`src/rtl/ddr2_line_bridge.sv`:
```
// Line-request bridge between the data cache and a MIG-style DDR2 user interface.
// Requests are queued in order and replayed one controller transaction at a time.
module ddr2_line_bridge #(
    parameter int unsigned FIFO_DEPTH = 4,
    parameter int unsigned ADDR_SHIFT = 1
) (
    input  logic         clk,
    input  logic         rst,
    input  logic         ddr2_enable,
    input  logic         ddr2_read,
    input  logic [26:0]  ddr2_addr,
    input  logic [127:0] to_ddr2_data,
    output logic [127:0] ddr2_data,
    output logic         ddr2_available,
    output logic         overflow,
    input  logic         init_calib_complete,
    output logic [26:0]  app_addr,
    output logic [2:0]   app_cmd,
    output logic         app_en,
    input  logic         app_rdy,
    output logic [127:0] app_wdf_data,
    output logic         app_wdf_wren,
    output logic         app_wdf_end,
    output logic [15:0]  app_wdf_mask,
    input  logic         app_wdf_rdy,
    input  logic [127:0] app_rd_data,
    input  logic         app_rd_data_valid
);

    localparam int unsigned PTR_W = (FIFO_DEPTH > 1) ? $clog2(FIFO_DEPTH) : 1;
    localparam int unsigned CNT_W = PTR_W + 1;
    localparam int unsigned ENT_W = 1 + 27 + 128;
    localparam logic [CNT_W-1:0] DEPTH_CNT = CNT_W'(FIFO_DEPTH);

    typedef enum logic [1:0] {
        IDLE,
        WR,
        RD_CMD,
        RD_WAIT
    } state_t;

    state_t state, next_state;

    logic [ENT_W-1:0] mem [FIFO_DEPTH];
    logic [PTR_W-1:0] wr_ptr, rd_ptr;
    logic [CNT_W-1:0] count;

    logic         full, empty, push, pop;
    logic [ENT_W-1:0] head;
    logic         head_read;
    logic [26:0]  head_addr;
    logic [127:0] head_data;

    assign full      = (count == DEPTH_CNT);
    assign empty     = (count == '0);
    assign head      = mem[rd_ptr];
    assign head_read = head[ENT_W-1];
    assign head_addr = head[ENT_W-2 -: 27];
    assign head_data = head[127:0];

    // A full queue still accepts a push when the head leaves in the same cycle.
    assign push = ddr2_enable && (!full || pop);

    assign app_wdf_end  = app_wdf_wren;
    assign app_wdf_mask = '0;

    always_ff @(posedge clk) begin
        if (rst) begin
            state <= IDLE;
        end else begin
            state <= next_state;
        end
    end

    always_comb begin
        next_state = state;
        pop        = 1'b0;
        case (state)
            IDLE: begin
                if (!empty && init_calib_complete) begin
                    pop        = 1'b1;
                    next_state = head_read ? RD_CMD : WR;
                end
            end
            WR: begin
                if ((!app_en || app_rdy) && (!app_wdf_wren || app_wdf_rdy)) begin
                    next_state = IDLE;
                end
            end
            RD_CMD: begin
                if (app_rdy) begin
                    next_state = RD_WAIT;
                end
            end
            RD_WAIT: begin
                if (app_rd_data_valid) begin
                    next_state = IDLE;
                end
            end
            default: next_state = IDLE;
        endcase
    end

    always_ff @(posedge clk) begin
        if (push) begin
            mem[wr_ptr] <= {ddr2_read, ddr2_addr, to_ddr2_data};
        end
    end

    always_ff @(posedge clk) begin
        if (rst) begin
            wr_ptr         <= '0;
            rd_ptr         <= '0;
            count          <= '0;
            overflow       <= 1'b0;
            ddr2_available <= 1'b0;
            ddr2_data      <= '0;
            app_en         <= 1'b0;
            app_wdf_wren   <= 1'b0;
            app_cmd        <= 3'b001;
            app_addr       <= '0;
            app_wdf_data   <= '0;
        end else begin
            ddr2_available <= 1'b0;

            if (push) begin
                wr_ptr <= wr_ptr + PTR_W'(1);
            end
            if (pop) begin
                rd_ptr <= rd_ptr + PTR_W'(1);
            end
            case ({push, pop})
                2'b10:   count <= count + CNT_W'(1);
                2'b01:   count <= count - CNT_W'(1);
                default: count <= count;
            endcase
            if (ddr2_enable && !push) begin
                overflow <= 1'b1;
            end

            if (pop) begin
                app_addr <= head_addr >> ADDR_SHIFT;
                app_cmd  <= head_read ? 3'b001 : 3'b000;
                app_en   <= 1'b1;
                if (!head_read) begin
                    app_wdf_wren <= 1'b1;
                    app_wdf_data <= head_data;
                end
            end

            case (state)
                WR: begin
                    if (app_en && app_rdy) begin
                        app_en <= 1'b0;
                    end
                    if (app_wdf_wren && app_wdf_rdy) begin
                        app_wdf_wren <= 1'b0;
                    end
                end
                RD_CMD: begin
                    if (app_rdy) begin
                        app_en <= 1'b0;
                    end
                end
                RD_WAIT: begin
                    if (app_rd_data_valid) begin
                        ddr2_data      <= app_rd_data;
                        ddr2_available <= 1'b1;
                    end
                end
                default: ;
            endcase
        end
    end

endmodule

```
`config.mk`:
```
export PLATFORM = sky130hd
export DESIGN_NAME = ddr2_line_bridge
export DESIGN_NICKNAME = d
export VERILOG_FILES = /design/src/rtl/ddr2_line_bridge.sv
export SDC_FILE = /design/constraint.sdc
export NUM_CORES = 1
export LEC_CHECK = 0
export ABC_CLOCK_PERIOD_IN_PS = 7200
export BUFFER_PORTS_ARGS = -buffer_cell sky130_fd_sc_hd__buf_2
export CAP_MARGIN = 10
export CORE_AREA = 10 10 256 258
export CTS_CLUSTER_SIZE = 24
export DETAILED_ROUTE_END_ITERATION = 10
export DIE_AREA = 0 0 266 268
export PLACE_DENSITY = 0.8
export SLEW_MARGIN = 20
export SYNTH_ARGS = -nofsm -noshare
export SYNTH_HDL_FRONTEND = slang
export SYNTH_SLANG_ARGS = --single-unit
```
`constraint.sdc`:
```
create_clock -name clk -period 7.2 [get_ports clk]
set_input_delay 0.36 -clock clk [delete_from_list [all_inputs] [get_ports clk]]
set_output_delay 0.36 -clock clk [all_outputs]
set_load 0.005 [all_outputs]
```
==> flow_summary.toml, run 1 <==
[global_route]
grt_antenna_before_repair = 18
grt.total_usage_pct = 26.1
globalRouteOverflowTotal = 0
grt_pass1_vias = 22800
grt_first_pass_wirelength_um = 142000
grt_max_degree = 191

[finish]
fin_cells = 3861
final_common_cell = "edfxtp_1"
postLayoutCellArea_um2 = 42000
syn_to_final_growth_pct = 28.1
drive_gt1_share_pct = 29.4
nets = 3281
layout_common_cells = "edfxtp_1, buf_2, nand2_1, dfxtp_1, a21oi_1"

[synth]
ys_top_cells_by_area = "edfxtp_1, dfxtp_1, mux4_2"
ys_types = 33
syn_avg_cell_area_um2 = 15.3
yosysTopAreaCellShare_pct = 56.7
ys_seq_elements = 918
ys_seq_area_share_pct = 74.9
synth_warnings = 0
syn-cell-area_um2 = 32800
yosysTopAreaCell = "edfxtp_1"
synthCells = 2143

[floorplan]
core_um2 = 60100
ios = 598
fp.dieH_um = 268
initial_utilization_pct = 54.6
die_x_um = 266
die-area_um2 = 71300
rows = 90

[drt]
via_per_inst = 5.66
ant_nets = 0
dr.first_iter.drc_count = 2264
drc = 0
vias = 21900
wirelength_um = 95800
drt_pass1_iterations = 7
wl_per_cell_um = 24.8

[pwr]
p_seq_share_pct = 48.7
power_mw = 13.2
cellPowerDensity_nw_per_um2 = 315
clkPwrFrac_pct = 34.6
p_sw_share_pct = 26.0
ir_drop_mv = 0.272
combPwrFrac_pct = 16.7
p_int_mw = 9.79
cellLeakagePower_nw = 15.3
p_switching_mw = 3.44

[worst_setup_path]
crit_buf_inv = 1
regToRegSetupSlack_ns = 3.55
path_delay_family = "flip-flops"
critPathArrivalTime_ns = 4.18
crit_chain = "mux4_2 -> or2_4 -> buf_4 -> nand2_1 -> a21oi_1"
crit_path_end_kind = "flop"
cp_max_fo = 72
critPathLaunchType = "flop"
slowest_delay_ns = 1.00
critPathSlowestCell = "dfxtp_4"
required_ns = 7.73
critPathKind = "reg -> reg"

[clock_tree]
cts_sinks = 918
clock_latency_ns = 0.63
clkTransAtPathRegs_ns = 0.07
post_cts_buffers = 0
cts_buffer_depth = 3
htreeDepth = 3
cts-root-buf = "clkbuf_16"
numCtsBuffers = 89
cts_tree = "yes"

[timing]
fin_crit_ns = 3.65
hold_viol_final = 0
fin_crit_sh_pct = 50.7
fin_skew_ns = 0.0265
setup_viol = 0
tightest_slew_ns = 1.12
max_slew_margin_pct = 25.1
tns_ns = 0
rsz0062_at_grt = "no"
slew_viol_final = 0
fmax_mhz = 274

[place]
gp_congestion = 0.947
place_inst = 3389
placed_area_um2 = 36300
dp_hpwl_um = 54300
io_buffers = 577

[flow_run]
drv_cap = 0

[worst_hold_path]
hold_path_class = "in -> reg"

[outcome]
outcome = "completed"
[registers in the layout, summed over array words and instances (netlist names), named ones only]
register        count
app_wdf_data      128
state               2
app_cmd             1
count               3
rd_ptr              2
ddr2_data         128
mem               620
app_wdf_end         1
app_en              1
wr_ptr              2
app_addr           26
overflow            1
ddr2_available      1
[worst paths after layout]
kind | startpoint | cells after the start | to
worst max register to register | flop | 5 | app_wdf_data[2]$_SDFFE_PP0P_
worst min register to register | app_wdf_data[4]$_SDFFE_PP0P_ | 2 | app_wdf_data[4]$_SDFFE_PP0P_
worst max-delay path | flop | 5 | app_wdf_data[2]$_SDFFE_PP0P_
worst min-delay path | app_rd_data[80] | 3 | ddr2_data[80]$_SDFFE_PP0P_
[per-layer routing]
layer / up-vias / GRT usage (%) / part of all wire [%]
met3: 280 / 6.07 / 8.0
met2: 1192 / 45.4 / 52
met5: - / 0 / 0.015
li1: 9507 / - / -
met1: 10900 / 28.6 / 34
met4: 2 / 16.8 / 6.4
[cell families after synthesis]
kind of cell,Yosys count,share of synthesized area (%)
flip-flops,918,74.9
AND/OR/NAND/NOR,597,6.92
AO/OA/AOI/OAI,298,4.64
multiplexers,157,10.7
buffers and inverters,157,2.28
adder cells (fa/ha/maj),10,0.404
XOR/XNOR,5,0.133
other,1,0.0114
[area by class of cell]
cell class	count	area (um^2)
well taps	782	978
clock inverters	40	323
flip-flops and latches	918	24600
multi-input cells	1086	7600
fillers	3599	18100
clock buffers	126	2560
repair buffers	877	5900
inverters	8	30.0
diodes	24	60.1
[synth_stat cells, drive strengths merged]
| master | n |
|---|---|
| and2 | 6 |
| a211oi | 1 |
| ha | 9 |
| a31oi | 1 |
| mux4 | 155 |
| a311oi | 2 |
| buf | 69 |
| fa | 1 |
| clkbuf | 80 |
| nand2 | 570 |
| o221a | 1 |
| conb | 1 |
| o31ai | 2 |
| nor2 | 16 |
| inv | 8 |
| nand4 | 1 |
| or3 | 1 |
| mux2i | 2 |
| o21bai | 1 |
| or2 | 1 |
| xnor2 | 3 |
| o311ai | 1 |
| nand2b | 2 |
| edfxtp | 620 |
| a21oi | 285 |
| a41oi | 1 |
| o21ai | 3 |
| dfxtp | 298 |
| xor2 | 2 |
[repair_timing]
item / CTS / global route
setup endpoints to repair: 0 / 0
endpoints found under the hold margin: 747 / 0
resized for setup: 0 / 0
hold buffers: 282 / 0
[tightest hold or removal path, cell delays in order]
cell     delay [ns]
buf_2          0.10
nand2_1        0.07
a21oi_1        0.06
[through the flow]
stage                     hold slack, ns  util (%)  setup slack [ns]
after floorplan                    0.453         -              1.96
after global placement             0.438      60.3              3.67
after detailed placement           0.444      60.3              3.61
after CTS                        0.00603      69.8              3.57
after global routing              0.0253      69.9              3.29
final                             0.0260      69.9              3.55
[power by group through the flow]
| stage | combinational, mW | clock (mW) | sequential (mW) |
|---|---|---|---|
| 2_1_floorplan | 1.44 | 0 | 6.45 |
| 3_3_place_gp | 2.01 | 0 | 6.50 |
| 3_5_place_dp | 2.06 | 0 | 6.54 |
| 4_1_cts | 2.21 | 4.61 | 6.43 |
| 5_1_grt | 2.39 | 4.83 | 6.49 |
| 6_report | 2.21 | 4.58 | 6.44 |
Power figures use the tool's default switching activity.
==> run 2, diff against run 1 <==
==> config.mk (replaced) <==
export PLATFORM = sky130hd
export DESIGN_NAME = ddr2_line_bridge
export DESIGN_NICKNAME = d
export VERILOG_FILES = /design/src/rtl/ddr2_line_bridge.sv
export SDC_FILE = /design/constraint.sdc
export NUM_CORES = 1
export LEC_CHECK = 0
export ABC_AREA = 1
export ABC_CLOCK_PERIOD_IN_PS = 3650
export BUFFER_PORTS_ARGS = -buffer_cell sky130_fd_sc_hd__buf_2
export CAP_MARGIN = 10
export CORE_AREA = 10 10 259 261
export CTS_CLUSTER_SIZE = 24
export DETAILED_ROUTE_END_ITERATION = 10
export DIE_AREA = 0 0 269 271
export PLACE_DENSITY = 0.81
export SLEW_MARGIN = 20
export SYNTH_ARGS = -nofsm -noshare
export SYNTH_HDL_FRONTEND = slang
export SYNTH_SLANG_ARGS = --single-unit
==> constraint.sdc (replaced) <==
create_clock -name clk -period 3.65 [get_ports clk]
set_input_delay 0.1825 -clock clk [delete_from_list [all_inputs] [get_ports clk]]
set_output_delay 0.1825 -clock clk [all_outputs]
set_load 0.005 [all_outputs]
==> run 2 against run 1 <==
  * Sequential power rose by 100%
  * Register-to-register slack got worse by 2.7 ns
  * Hold slack improved by 0.16 ns
  * Final area rose by 4.0%
  * Cell count rose by 26%
  * Combinational power rose to 2.8 times the previous value
  * Highest routed layer unchanged
  * Sequential cell count did not move
  * Critical endpoint is now app_wdf_data[105]$_SDFFE_PP0P_
  * Wire length rose by 11%
  * Total power rose by 120%
  * First-iteration DRC count rose by 46%
  * Count of clock-buffer cells in the layout fell by 5
==> flow_summary.toml, run 2 <==
[timing]
tightest_slew_ns = 1.12
slew_viol_final = 0
max_slew_margin_pct = 25.6
fmax_mhz = 353
setup_viol = 0
fin_skew_ns = 0.0406
tns_ns = 0
fin_crit_ns = 2.84
rsz0062_at_grt = "no"
hold_viol_final = 0
fin_crit_sh_pct = 77.7

[synth]
yosysTopAreaCell = "edfxtp_1"
ys.flop_type = "edfxtp_1"
yosysTopAreaCellShare_pct = 54.4
synth_mux_area_share_pct = 0
synth-edff-count = 620
syn_avg_cell_area_um2 = 10.9
ys_seq_elements = 918
synthAdderAreaFrac_pct = 0.387
synthTopCellsByCount = "nor2_1, edfxtp_1, o21ai_0, dfxtp_1, nand2_1"
ys_seq_area_share_pct = 71.8
ys_top_cells_by_area = "edfxtp_1, dfxtp_1, nor2_1"
synthCells = 3140
synth-simple-area-share_pct = 13.4
yosysMostFrequentCell = "nor2_1"
synth-xor-area-share_pct = 0.0512
synth-compound-area-share_pct = 9.72
syn-cell-area_um2 = 34200
ys_types = 23
async_reset_ff_share_pct = 0
synth_top_family_by_area = "simple AND/OR/NAND/NOR gates"
synth_warnings = 0

[worst_setup_path]
path_delay_family = "simple AND/OR/NAND/NOR gates"
path_depth = 9
required_ns = 4.21
slowest_delay_ns = 0.55
crit_buf_inv = 3
regToRegSetupSlack_ns = 0.81
critPathSlowestCell = "nand2_8"
critPathArrivalTime_ns = 3.40
critPathKind = "reg -> reg"
crit_path_end_kind = "flop"
critPathLaunchType = "flop"
crit_chain = "inv_2 -> ha_4 -> nand3_2 -> inv_2 -> nand2_8 -> buf_12 -> nand2_1 -> nand2_1 -> nor2_1"
r2r_cells = 9
r2r_start = "state[1]$_SDFFE_PP0P_"
cp_max_fo = 93
r2r-end = "app_wdf_data[105]$_SDFFE_PP0P_"

[flow_run]
drv_cap = 0

[floorplan]
die-area_um2 = 72900
core_um2 = 61600
fp.dieH_um = 271
rows = 91
die_x_um = 269
initial_utilization_pct = 55.6
ios = 598

[finish]
largestRegisters = "mem (620), app_wdf_data (128), ddr2_data (128)"
final_common_cell = "nor2_1"
fin_cells = 4877
largest_reg_flops = 620
syn_to_final_growth_pct = 27.8
layout_common_cells = "nor2_1, edfxtp_1, buf_2, o21ai_0, dfxtp_1"
top_register = "mem"
nFillCells = 3803
drive_gt1_share_pct = 19.3
nets = 4236

[drt]
dr.first_iter.drc_count = 3306
vias = 27100
wirelength_um = 106000
drc = 0
drt_pass1_iterations = 6
wl_per_cell_um = 21.8
via_per_inst = 5.56
ant_nets = 0

[pwr]
p_switching_mw = 8.68
combPwrFrac_pct = 21.3
p_seq_share_pct = 45.4
clkPwrFrac_pct = 33.3
p_sw_share_pct = 30.3
ir_drop_mv = 0.588
cellPowerDensity_nw_per_um2 = 654
p_int_mw = 19.9
power_mw = 28.6
cellLeakagePower_nw = 17.8

[global_route]
grt_antenna_before_repair = 24
grt_pass1_vias = 26200
grt_max_degree = 198
globalRouteOverflowTotal = 0
grt_first_pass_wirelength_um = 156000
grt.total_usage_pct = 27.8

[clock_tree]
htreeDepth = 3
cts_sinks = 918
numCtsBuffers = 91
clock_latency_ns = 0.65
cts-root-buf = "clkbuf_16"
cts_buffer_depth = 3
cts_tree = "yes"
clkTransAtPathRegs_ns = 0.07

[place]
place_inst = 4391
dp_hpwl_um = 57000
gp_congestion = 0.864
io_buffers = 577

[worst_hold_path]
min_path_cells = 8
min_from = "app_rd_data_valid"
hold_path_class = "in -> reg"
min_delay_worst_endpoint = "state[1]$_SDFFE_PP0P_"

[outcome]
outcome = "completed"
==> run 2: timing repair <==
action / CTS / global route
hold buffers: 288 / 0
setup buffers: 0 / 0
gates resized for setup: 0 / 0
hold endpoints to repair: 757 / 0
==> run 2: cell type report <==
type	count	area, um^2	area share (%)
Sequential cell	918	24600	56.2
Multi-Input combinational cell	1876	8200	18.8
Timing Repair Buffer	899	6200	14.2
Clock buffer	121	2470	5.65
Tap cell	837	1050	2.39
Inverter	149	579	1.32
Clock inverter	50	573	1.31
Antenna cell	27	67.6	0.155
==> run 2: worst max-delay path by stage <==
stage / start / end / slack [ns]
floorplan: state[1]$_SDFFE_PP0P_ / mem[0][0]$_DFFE_PP_ / 0.01
global placement: state[1]$_SDFFE_PP0P_ / app_wdf_data[44]$_SDFFE_PP0P_ / 0.97
detailed placement: state[1]$_SDFFE_PP0P_ / app_wdf_data[74]$_SDFFE_PP0P_ / 0.93
CTS: state[1]$_SDFFE_PP0P_ / app_wdf_data[105]$_SDFFE_PP0P_ / 0.89
global route: state[1]$_SDFFE_PP0P_ / app_wdf_data[105]$_SDFFE_PP0P_ / 0.59
finish: state[1]$_SDFFE_PP0P_ / app_wdf_data[105]$_SDFFE_PP0P_ / 0.81
==> run 2: worst min-delay path, stage by stage <==
cell     delay, ns
buf_2         0.12
inv_1         0.05
nand2_1       0.04
nand2_1       0.06
nor2_1        0.04
nand3_1       0.14
nor2_1        0.06
nor2_1        0.08
==> run 2: layer usage <==
layer  GRT usage [%]  part of all wire [%]
met1            31.6                    35
met2            47.7                    50
met3            6.12                   9.1
met4            15.6                   6.2
met5               0                 0.034
==> run 2: logic make-up after synthesis <==
| family | Yosys count |
|---|---|
| simple gates | 1212 |
| flops | 918 |
| compound gates | 633 |
| buf+inv | 364 |
| fa+ha+maj | 10 |
| xor+xnor | 2 |
| other cells | 1 |
==> run 2: metrics by stage <==
step                      instance area (um^2)  util, %  worst slack, ns  hold WS [ns]
after global routing                     43700     71.0            0.594         0.218
after floorplan                          34400        -           0.0122         0.252
after CTS                                43700     70.9            0.889         0.142
final                                    43700     71.0            0.814         0.182
after detailed placement                 37700     61.3            0.933         0.397
after global placement                   37700     61.3            0.966         0.395
==> run 2: power groups by stage <==
stage / combinational [mW] / sequential, mW / clock [mW]
3_3_place_gp: 5.40 / 13.1 / 0
5_1_grt: 6.71 / 13.1 / 10.0
3_5_place_dp: 5.55 / 13.1 / 0
6_report: 6.09 / 13.0 / 9.52
2_1_floorplan: 3.46 / 13.1 / 0
4_1_cts: 5.91 / 12.9 / 9.50
